<file path="src/rtl/dmem_arb_pkg.sv">
// Shared types and limits for the data-memory port arbiter (dmem_arbiter, rr_pick).
package dmem_arb_pkg;

    typedef enum logic [1:0] {
        IDLE  = 2'd0,
        GAP   = 2'd1,
        GRANT = 2'd2
    } arb_state_t;

    localparam logic [1:0] OWNER_CPU = 2'd0;
    localparam int         MAX_N_DMA = 4;
    localparam int         CNT_W     = 8;

endpackage

</file>
<file path="src/rtl/dmem_arbiter_rr_pick.sv">
// Combinational round-robin selector: first requester at or after ptr, wrapping upward.
module rr_pick
    import dmem_arb_pkg::*;
#(
    parameter int N = 2
) (
    input  logic [N-1:0] req,
    input  logic [1:0]   ptr,
    output logic [N-1:0] gnt,
    output logic [1:0]   idx,
    output logic         valid
);

    // Scan by distance from ptr so every bit select uses a constant index.
    always_comb begin
        // NOTE: every output gets a default first, so no path through this block infers a latch.
        gnt   = '0;
        idx   = '0;
        valid = 1'b0;
        for (int d = 0; d < N; d++) begin
            for (int i = 0; i < N; i++) begin
                if (!valid && req[i] && (((i + N - int'(ptr)) % N) == d)) begin
                    valid  = 1'b1;
                    gnt[i] = 1'b1;
                    idx    = 2'(i);
                end
            end
        end
    end

endmodule

</file>
<file path="src/rtl/dmem_arbiter.sv">
// Registered CPU/DMA arbiter for the data-memory port; HOLD/HOLD_ACK handshake with round-robin.
// Optional burst limit compiled in with `define DMEM_ARB_BURST_LIMIT_EN.
module dmem_arbiter
    import dmem_arb_pkg::*;
#(
    parameter int N_DMA     = 2,
    parameter int MAX_BURST = 16,
    parameter int DW        = 32
) (
    input  logic                clk,
    input  logic                rst,
    input  logic                cpu_we,
    input  logic [DW-1:0]       cpu_addr,
    input  logic [DW-1:0]       cpu_wd,
    input  logic [N_DMA-1:0]    dma_hold,
    input  logic [N_DMA-1:0]    dma_we,
    input  logic [N_DMA*DW-1:0] dma_addr,
    input  logic [N_DMA*DW-1:0] dma_wd,
    output logic [N_DMA-1:0]    dma_ack,
    output logic                cpu_stall,
    output logic [1:0]          owner,
    output logic                dmem_we,
    output logic [DW-1:0]       dmem_addr,
    output logic [DW-1:0]       dmem_wd
);

    if (N_DMA < 1 || N_DMA > MAX_N_DMA) begin : g_bad_n_dma
        $error("dmem_arbiter: N_DMA must be 1..4");
    end
    if (MAX_BURST < 1 || MAX_BURST > 255) begin : g_bad_max_burst
        $error("dmem_arbiter: MAX_BURST must be 1..255");
    end

    arb_state_t       state, state_nxt;
    logic [N_DMA-1:0] ack_q, ack_nxt;
    logic [1:0]       gnt_idx, gnt_idx_nxt;
    logic [1:0]       rr_ptr, rr_ptr_nxt;
    logic [CNT_W-1:0] burst_cnt, burst_cnt_nxt;
    logic [N_DMA-1:0] pick_gnt;
    logic [1:0]       pick_idx;
    logic             pick_valid;
    logic             burst_expire;

    rr_pick #(.N(N_DMA)) u_rr_pick (
        .req   (dma_hold),
        .ptr   (rr_ptr),
        .gnt   (pick_gnt),
        .idx   (pick_idx),
        .valid (pick_valid)
    );

`ifdef DMEM_ARB_BURST_LIMIT_EN
    // Counter holds completed grant cycles, so expiry on the MAX_BURST-th cycle.
    assign burst_expire = (burst_cnt >= CNT_W'(MAX_BURST - 1));
`else
    assign burst_expire = 1'b0;
`endif

    always_comb begin
        state_nxt     = state;
        ack_nxt       = ack_q;
        gnt_idx_nxt   = gnt_idx;
        rr_ptr_nxt    = rr_ptr;
        burst_cnt_nxt = burst_cnt;
        unique case (state)
            IDLE: begin
                if (pick_valid) begin
                    state_nxt     = GRANT;
                    ack_nxt       = pick_gnt;
                    gnt_idx_nxt   = pick_idx;
                    burst_cnt_nxt = '0;
                end
            end
            GRANT: begin
                if (burst_cnt != {CNT_W{1'b1}}) burst_cnt_nxt = burst_cnt + 1'b1;
                if (!(|(dma_hold & ack_q)) || burst_expire) begin
                    state_nxt  = GAP;
                    ack_nxt    = '0;
                    rr_ptr_nxt = (gnt_idx == 2'(N_DMA - 1)) ? 2'd0 : gnt_idx + 2'd1;
                end
            end
            GAP:     state_nxt = IDLE;
            default: state_nxt = IDLE;
        endcase
    end

    // NOTE: sequential state uses non-blocking assignments so all flops update from pre-edge values.
    always_ff @(posedge clk or negedge rst) begin
        if (!rst) begin
            state     <= IDLE;
            ack_q     <= '0;
            gnt_idx   <= '0;
            rr_ptr    <= '0;
            burst_cnt <= '0;
        end else begin
            state     <= state_nxt;
            ack_q     <= ack_nxt;
            gnt_idx   <= gnt_idx_nxt;
            rr_ptr    <= rr_ptr_nxt;
            burst_cnt <= burst_cnt_nxt;
        end
    end

    assign dma_ack   = ack_q;
    assign cpu_stall = |ack_q;
    // Decoded from flops only; with N_DMA = 4 master 3 aliases to 0, so the mux keys off dma_ack.
    assign owner     = cpu_stall ? gnt_idx + 2'd1 : OWNER_CPU;

    always_comb begin
        dmem_we   = cpu_we;
        dmem_addr = cpu_addr;
        dmem_wd   = cpu_wd;
        if (cpu_stall) begin
            dmem_we   = 1'b0;
            dmem_addr = '0;
            dmem_wd   = '0;
            for (int i = 0; i < N_DMA; i++) begin
                if (ack_q[i]) begin
                    dmem_we   = dma_we[i];
                    dmem_addr = dma_addr[i*DW +: DW];
                    dmem_wd   = dma_wd[i*DW +: DW];
                end
            end
        end
    end

endmodule

</file>
<file path="config.mk">
export PLATFORM = sky130hd
export DESIGN_NAME = dmem_arbiter
export DESIGN_NICKNAME = d
export VERILOG_FILES = /design/src/rtl/dmem_arb_pkg.sv /design/src/rtl/dmem_arbiter_rr_pick.sv /design/src/rtl/dmem_arbiter.sv
export SDC_FILE = /design/constraint.sdc
export NUM_CORES = 1
export LEC_CHECK = 0
export CORE_AREA = 2 2 105 107
export CTS_CLUSTER_SIZE = 14
export DETAILED_ROUTE_END_ITERATION = 16
export DIE_AREA = 0 0 107 109
export GPL_TIMING_DRIVEN = 0
export SYNTH_ARGS = -nofsm -noshare
export SYNTH_HDL_FRONTEND = slang
export SYNTH_SLANG_ARGS = --single-unit
</file>
<file path="constraint.sdc">
create_clock -name clk -period 1.5 [get_ports clk]
set_clock_uncertainty 0.05 [all_clocks]
set_input_delay 0.375 -clock clk [delete_from_list [all_inputs] [get_ports clk]]
set_output_delay 0.375 -clock clk [all_outputs]
set_load 0.005 [all_outputs]
</file>
==> run summary, run 1 <==
first-pass GRT wire length = 13600 µm
largest area contributor in the netlist = mux2i_1
vias in the first global route = 2861
Slew headroom = 81.4%
Reg2Reg Depth = 4
Syn Nets = 445
maxcap violations = 0
Critical Path RT = 1.07 ns
Core Area = 10600 µm²
Fin. Hold Viols = 0
origin of the critical flop-to-flop path = dma_ack[1]
CTS tree = built
clock buffer depth = 2
clock slew at reported path FFs = 0.04 ns
fillers = 1104
fin crit period = 1.93 ns
Worst Setup Start Kind = flip-flop
die height = 109 µm
cell row count = 38
r2r endpoint = dma_ack[1]
global route overflow = 0
synth warn = 0
synthesized flop and latch total = 6
Clock Latency Late Sink = 0.22 ns
CTS root buffer = clkbuf_8
failing checks = setup timing
outcome = finished with violations
Design Power = 5.16 mW
TritonCTS Buffers = 3
antenna cell count = 0
P&R area growth vs syn = 173%
post-synthesis sequential area ratio = 8.99%
Placed Cells = 654
Leakage = 1.89 nW
post-synth top area share = 39.6%
die area = 11700 µm²
post-route ant nets = 0
drt total wl = 9460 µm
CTS H-tree lvls = 1
cts hold-fix bufs = 0
1st-iter DRT viols = 119
Worst Tran Pin Value = 0.278 ns
Non-Filler Instances = 671
CP Max Fanout = 10
Post-DP HPWL = 7940 µm
Worst EP arrival = 1.51 ns
Die Wd = 107 µm
post-synthesis cell count = 246
RSZ-0062 raised after global routing = yes
Setup crit end kind = output port
fin. max-slew vios = 0
Synth area leaders = mux2i_1, o21ai_1, nand2_1
Final Cycle Share = 129%
count of different cell masters after synthesis = 21
Max VDD drop = 0.411 mV
DRC viols = 0
largest net degree at the start of global routing = 11
final worst slack = -0.434 ns
hold crit path type = primary input to asynchronous set/reset pin
initial antenna violation count = 0
DR vias = 2870
most common cell after layout, fill and taps aside = clkdlybuf4s50_1
Cell Area, Synth = 1670 µm²
Tot GR Track Use = 14.5%
Vias/cell = 4.28
most frequent cells in the layout = clkdlybuf4s50_1, o21ai_1, nand2_1, mux2i_1, buf_2
clock sinks = 6
CP Class = flip-flop to output port
Buffers on Ports = 268
routability congestion estimate = 0.758
TritonRoute pass-1 iters = 4
syn avg cell area = 6.79 µm²
final setup vio count = 68
starting density of the core = 15.8%
final net count = 732
flop-to-flop setup slack = 0.15 ns
IO Pins = 269
fmax = 0.517 GHz
power density cells = 1130 nW/µm²
fraction of layout cells with a size suffix above 1 = 19.6%
wire per inst = 14.1 µm
==> report_power, final <==
part | internal [mW] | total, mW | switching (mW)
Sequential | 0.240 | 0.334 | 0.0939
Combinational | 2.56 | 4.58 | 2.03
Clock | 0.173 | 0.244 | 0.0715
==> cells by family after synthesis <==
| group | count (synthesis) | synth area share (%) |
|---|---|---|
| simple gates | 71 | 17.2 |
| buf+inv | 27 | 10.6 |
| compound gates | 76 | 23.7 |
| mux | 66 | 39.6 |
| flops | 6 | 8.99 |
==> state kept, by name, indices dropped and copies added (netlist names) <==
register / cells
state: 2
rr_ptr: 1
dma_ack: 2
gnt_idx: 1
==> metrics by stage <==
| step | util (%) | worst slack, ns | hold WS, ns | area [µm²] | TNS, ns |
|---|---|---|---|---|---|
| global placement | 42.7 | -0.887 | 0.455 | 4530 | -56.28 |
| detailed placement | 42.7 | -0.866 | 0.469 | 4530 | -54.63 |
| CTS | 42.8 | -0.452 | 0.346 | 4540 | -23.80 |
| finish | 42.9 | -0.434 | 0.346 | 4550 | -22.16 |
| floorplan | - | 0.0365 | 0.0294 | 1670 | 0 |
| global route | 42.9 | -0.481 | 0.375 | 4550 | -26.76 |
==> cell type report <==
type / count / area (µm²) / share of cell area [%]
tap: 140 / 175 / 3.85
timing repair buffer: 283 / 2560 / 56.2
multi-input combinational: 213 / 1390 / 30.6
sequential: 6 / 151 / 3.33
buffer: 21 / 214 / 4.70
clock buffer: 3 / 41.3 / 0.907
inverter: 5 / 21.3 / 0.467
==> critical path, cell delays in order, from the launching register on <==
cell and delay, ns:
dfrtp_1 0.35, buf_6 0.14, buf_6 0.18, mux2i_2 0.26, o21ai_1 0.08, dlygate4sd2_1 0.27
==> metal layers <==
layer / part of all wire [%] / routed length, µm / vias up / track usage [%]
met1: 35 / 3360 / 1272 / 15.0
met3: 10 / 946 / 8 / 4.30
met4: 0.88 / 83 / 0 / 2.50
li1: - / - / 1435 / -
met5: 0 / 0 / - / 0
met2: 54 / 5070 / 155 / 29.0
==> synthesized netlist by cell type <==
cell	instances
a211oi_2	1
buf_8	4
nor3_4	1
buf_2	9
clkbuf_1	5
o21a_1	1
a211oi_1	1
o21ai_1	66
inv_2	1
and2_1	1
dfrtp_1	6
buf_4	3
a22o_1	1
nor3b_1	1
buf_6	1
nor3_1	1
o21ai_0	4
inv_1	4
mux2i_1	66
a21oi_1	2
nand2_1	67
==> worst max-delay path by stage <==
stage / start / end / slack, ns / cells after the start
after floorplan: dma_ack[0] / dmem_addr[0] / 0.04 / 5
after global placement: dma_ack[1] / dmem_wd[5] / -0.89 / 5
after detailed placement: dma_ack[1] / dmem_wd[5] / -0.87 / 5
after CTS: dma_ack[0] / dmem_addr[15] / -0.45 / 6
after global routing: dma_ack[0] / dmem_addr[30] / -0.48 / 7
final: dma_ack[0] / dmem_wd[3] / -0.43 / 5
==> timing repair <==
action	in CTS	in global routing
endpoints found under the setup margin	70	71
pin swaps	3	6
resized for setup	246	13
buffers inserted	11	4
(Power assumes the default switching activity.)
==> run 2: changes to the inputs <==
- clock period: 1.5 -> 2.05 ns (I/O delays scaled with it)
==> run summary, run 2 (synthesized netlist as in run 1, its figures left out) <==
clock sinks = 6
origin of the critical flop-to-flop path = dma_ack[1]
CP Max Fanout = 10
final worst slack = -0.0151 ns
Post-DP HPWL = 7940 µm
CP Class = flip-flop to output port
RSZ-0062 raised after global routing = yes
vias in the first global route = 2875
IO Pins = 269
most frequent cells in the layout = clkdlybuf4s50_1, nand2_1, o21ai_1, mux2i_1, buf_2
die area = 11700 µm²
Die Wd = 107 µm
fillers = 1110
Hold Crit Endpoint = rr_ptr[0]
r2r endpoint = dma_ack[1]
fraction of layout cells with a size suffix above 1 = 18.6%
1st-iter DRT viols = 101
area of the multi-input gates = 1380 µm²
TritonCTS Buffers = 3
Vias/cell = 4.29
Leakage = 1.85 nW
Critical Path RT = 1.49 ns
Buffers on Ports = 268
placed cell area = 4530 µm²
P&R area growth vs syn = 171%
Final Cycle Share = 101%
CTS H-tree lvls = 1
sequential standard cell area = 151 µm²
final setup vio count = 1
fin. max-slew vios = 0
outcome = finished with violations
final setup TNS = -0.0151 ns
final net count = 729
antenna cell count = 0
cell row count = 38
maxcap violations = 0
failing checks = setup timing
Clock Latency Late Sink = 0.22 ns
Worst EP arrival = 1.50 ns
final core utilization = 42.7%
WHS Path Cells = 1
CTS tree = built
flop-to-flop setup slack = 0.67 ns
DRC viols = 0
largest net degree at the start of global routing = 11
die height = 109 µm
DR vias = 2863
Fin. Hold Viols = 0
Worst Tran Pin Value = 0.431 ns
Tot GR Track Use = 14.5%
hold path startpoint = gnt_idx[0]
first-pass GRT wire length = 13600 µm
CTS root buffer = clkbuf_8
routability congestion estimate = 0.758
TritonRoute pass-1 iters = 4
power density cells = 823 nW/µm²
Worst Setup Start Kind = flip-flop
fmax = 0.484 GHz
Reg2Reg Depth = 4
wire per inst = 14.2 µm
initial antenna violation count = 0
post-route ant nets = 0
Max VDD drop = 0.316 mV
Final Cell Area = 4530 µm²
clock slew at reported path FFs = 0.04 ns
Slew headroom = 71.3%
global route overflow = 0
worst slack, placed = -0.454 ns
Core Area = 10600 µm²
fin crit period = 2.07 ns
drt total wl = 9510 µm
starting density of the core = 15.8%
worst hold margin = 0.465 ns
hold crit path type = flip-flop to flip-flop
clock buffer depth = 2
most common cell after layout, fill and taps aside = clkdlybuf4s50_1
Setup crit end kind = output port
-- run 2: cell count changes in the layout (fill, tap and decap cells not counted), moves of 2 or more --
| cell | before | now |
|---|---|---|
| buf_12 | 5 | 3 |
| buf_8 | 1 | 4 |
| clkdlybuf4s50_1 | 197 | 200 |
| dlygate4sd2_1 | 20 | 12 |
| buf_4 | 18 | 11 |
| clkdlybuf4s15_2 | 0 | 2 |
| buf_2 | 45 | 38 |
| clkdlybuf4s15_1 | 0 | 4 |
| clkbuf_2 | 7 | 16 |
-- run 2: area by class of cell --
cell class	instances	area share, %
plain buffers	19	4.01
clock buffers	3	0.912
inverters	5	0.415
multi-input cells	213	30.5
flip-flops and latches	6	3.34
well taps	140	3.87
repair buffers	282	57.0
-- run 2: critical path: stages (launching register included) --
cell and delay (ns):
dfrtp_1 0.35, buf_6 0.14, buf_6 0.17, mux2i_2 0.26
o21ai_1 0.08, dlygate4sd2_1 0.27
-- run 2: worst max-delay path by stage --
| stage | startpoint | end | slack (ns) | depth (start not counted) |
|---|---|---|---|---|
| floorplan | dma_ack[0] | dmem_addr[0] | 0.45 | 5 |
| global placement | dma_ack[1] | dmem_wd[5] | -0.47 | 5 |
| detailed placement | dma_ack[1] | dmem_wd[5] | -0.45 | 5 |
| CTS | dma_ack[0] | dmem_addr[28] | -0.1 | 6 |
| global route | dma_ack[0] | dmem_wd[17] | -0.07 | 5 |
| finish | dma_ack[0] | dmem_wd[3] | -0.02 | 5 |
-- run 2: what timing repair did --
action / in CTS / in global routing
setup endpoints to repair: 68 / 58
hold buffers: 0 / 0
buffers inserted: 12 / 2
resized for setup: 224 / 36
cloned: 2 / 1
pin swaps: 2 / 10
-- run 2: report_power, final --
group	switching, mW	internal, mW
clock	0.0527	0.126
combinational	1.47	1.84
sequential	0.0653	0.175
-- run 2: metal layers --
metal | track usage, % | vias up | wire length, µm
met1 | 14.6 | 1277 | 3370
met4 | 1.76 | 0 | 74
met2 | 29.6 | 154 | 5140
met5 | 0 | - | 0
li1 | - | 1426 | -
met3 | 4.48 | 6 | 931
-- run 2: metrics by stage --
step,instances,power (mW)
floorplan,246,1.80
global placement,654,3.79
detailed placement,654,3.80
CTS,671,3.95
global route,668,4.05
finish,668,3.73
==> run 3: changes to the inputs <==
- CELL_PAD_IN_SITES_DETAIL_PLACEMENT: unset -> 0
- CELL_PAD_IN_SITES_GLOBAL_PLACEMENT: unset -> 1
- CORE_AREA: 2 2 105 107 -> unset
- CORE_ASPECT_RATIO: unset -> 0.75
- CORE_MARGIN: unset -> 2
- CORE_UTILIZATION: unset -> 13
- DIE_AREA: 0 0 107 109 -> unset
- PLACE_DENSITY_LB_ADDON: unset -> 0.1
- RECOVER_POWER: unset -> 100
==> run summary, run 3 (synthesized netlist as in run 1, its figures left out) <==
Fin. Hold Viols = 0
Buffers on Ports = 268
TritonCTS Buffers = 3
antenna cell count = 0
sequential standard cell area = 151 µm²
outcome = finished with violations
most frequent cells in the layout = clkdlybuf4s50_1, nand2_1, o21ai_1, mux2i_1
Worst EP arrival = 1.54 ns
clock slew at reported path FFs = 0.03 ns
global route overflow = 0
Core Area = 12400 µm²
largest net degree at the start of global routing = 11
Worst Tran Pin Value = 0.485 ns
cts hold-fix bufs = 0
hold crit path type = flip-flop to flip-flop
CTS root buffer = clkbuf_16
die area = 13800 µm²
Tot GR Track Use = 14.5%
drt total wl = 11000 µm
Non-Filler Instances = 699
1st-iter DRT viols = 38
DRC viols = 0
fin crit period = 2.10 ns
IO Pins = 269
clock buffer depth = 2
cell row count = 35
Post-DP HPWL = 9010 µm
fillers = 1292
RSZ-0062 raised after global routing = yes
Max VDD drop = 0.482 mV
first-pass GRT wire length = 15800 µm
wire per inst = 15.7 µm
CTS H-tree lvls = 1
TritonRoute pass-1 iters = 4
Die Wd = 135 µm
clock sinks = 6
area of the multi-input gates = 1350 µm²
power density cells = 865 nW/µm²
Vias/cell = 4.00
fmax = 0.475 GHz
DR vias = 2793
final net count = 734
Clock Latency Late Sink = 0.23 ns
CP Class = flip-flop to output port
die height = 102 µm
vias in the first global route = 2780
Setup crit end kind = output port
Final Cycle Share = 103%
fraction of layout cells with a size suffix above 1 = 15.6%
Slew headroom = 67.6%
final worst slack = -0.0549 ns
P&R area growth vs syn = 182%
CTS tree = built
Design Power = 4.07 mW
Critical Path RT = 1.49 ns
Placed Cells = 680
Worst Setup Start Kind = flip-flop
failing checks = setup timing
flop-to-flop setup slack = 0.54 ns
routability congestion estimate = 0.780
initial antenna violation count = 0
maxcap violations = 0
starting density of the core = 13.5%
post-route ant nets = 0
fin. max-slew vios = 0
most common cell after layout, fill and taps aside = clkdlybuf4s50_1
CP Max Fanout = 6
final setup vio count = 22
Leakage = 1.94 nW
==> run 3: where the power goes <==
part | total (mW) | leakage (nW) | internal [mW] | switching [mW]
registers | 0.245 | 0.0727 | 0.176 | 0.0692
logic | 3.51 | 1.83 | 1.99 | 1.52
clock network | 0.316 | 0.0370 | 0.250 | 0.0655
total | 4.07 | 1.94 | 2.41 | 1.66
==> run 3: repair_timing <==
action / 4_1_cts / 5_1_grt
setup endpoints to repair: 68 / 66
pin swaps: 3 / 2
gates cloned: 2 / 0
resized for setup: 193 / 21
hold endpoints to repair: 0 / 0
setup buffers: 13 / 4
==> run 3: layer usage <==
metal,vias to the layer above,share of wire (%),global-route usage [%]
met1,1244,41,18.0
met3,6,6.3,2.13
met4,0,0.70,1.86
met2,101,52,27.4
li1,1442,-,-
met5,-,0,0
==> run 3: worst max-delay path, stage by stage (launching register included) <==
cell     delay, ns
dfrtp_1       0.38
buf_6         0.15
buf_12        0.13
buf_8         0.13
buf_16        0.13
mux2i_1       0.11
o21ai_1       0.14
buf_2         0.14
==> run 3: worst paths after layout <==
path                                  to        from  depth (start not counted)
min in group asynchronous      rr_ptr[0]         rst                          1
setup reg to reg              dma_ack[1]  dma_ack[1]                          5
max in group asynchronous     dma_ack[1]         rst                          1
hold reg to reg                rr_ptr[0]  gnt_idx[0]                          1
setup / recovery           dmem_addr[16]  dma_ack[0]                          7
hold / removal                 rr_ptr[0]  gnt_idx[0]                          1
==> run 3: cell type report <==
| class | instances | share of cell area [%] |
|---|---|---|
| multi-input combinational | 213 | 28.7 |
| sequential | 6 | 3.22 |
| tap | 166 | 4.41 |
| timing repair buffer | 287 | 57.2 |
| inverter | 5 | 0.399 |
| clock buffer | 3 | 1.59 |
| buffer | 19 | 4.44 |
==> run 3: through the flow <==
stage                     setup WS [ns]  hold slack, ns  cell area, µm²  setup TNS (ns)  util [%]
after floorplan                   0.449           0.167            1670               0         -
after global placement           -0.328           0.468            4560          -18.96      36.8
after detailed placement         -0.362           0.464            4560          -20.78      36.8
after CTS                        -0.156           0.472            4730           -1.72      38.1
after global routing             -0.102           0.519            4710           -3.16      38.0
final                           -0.0549           0.459            4710          -0.385      38.0
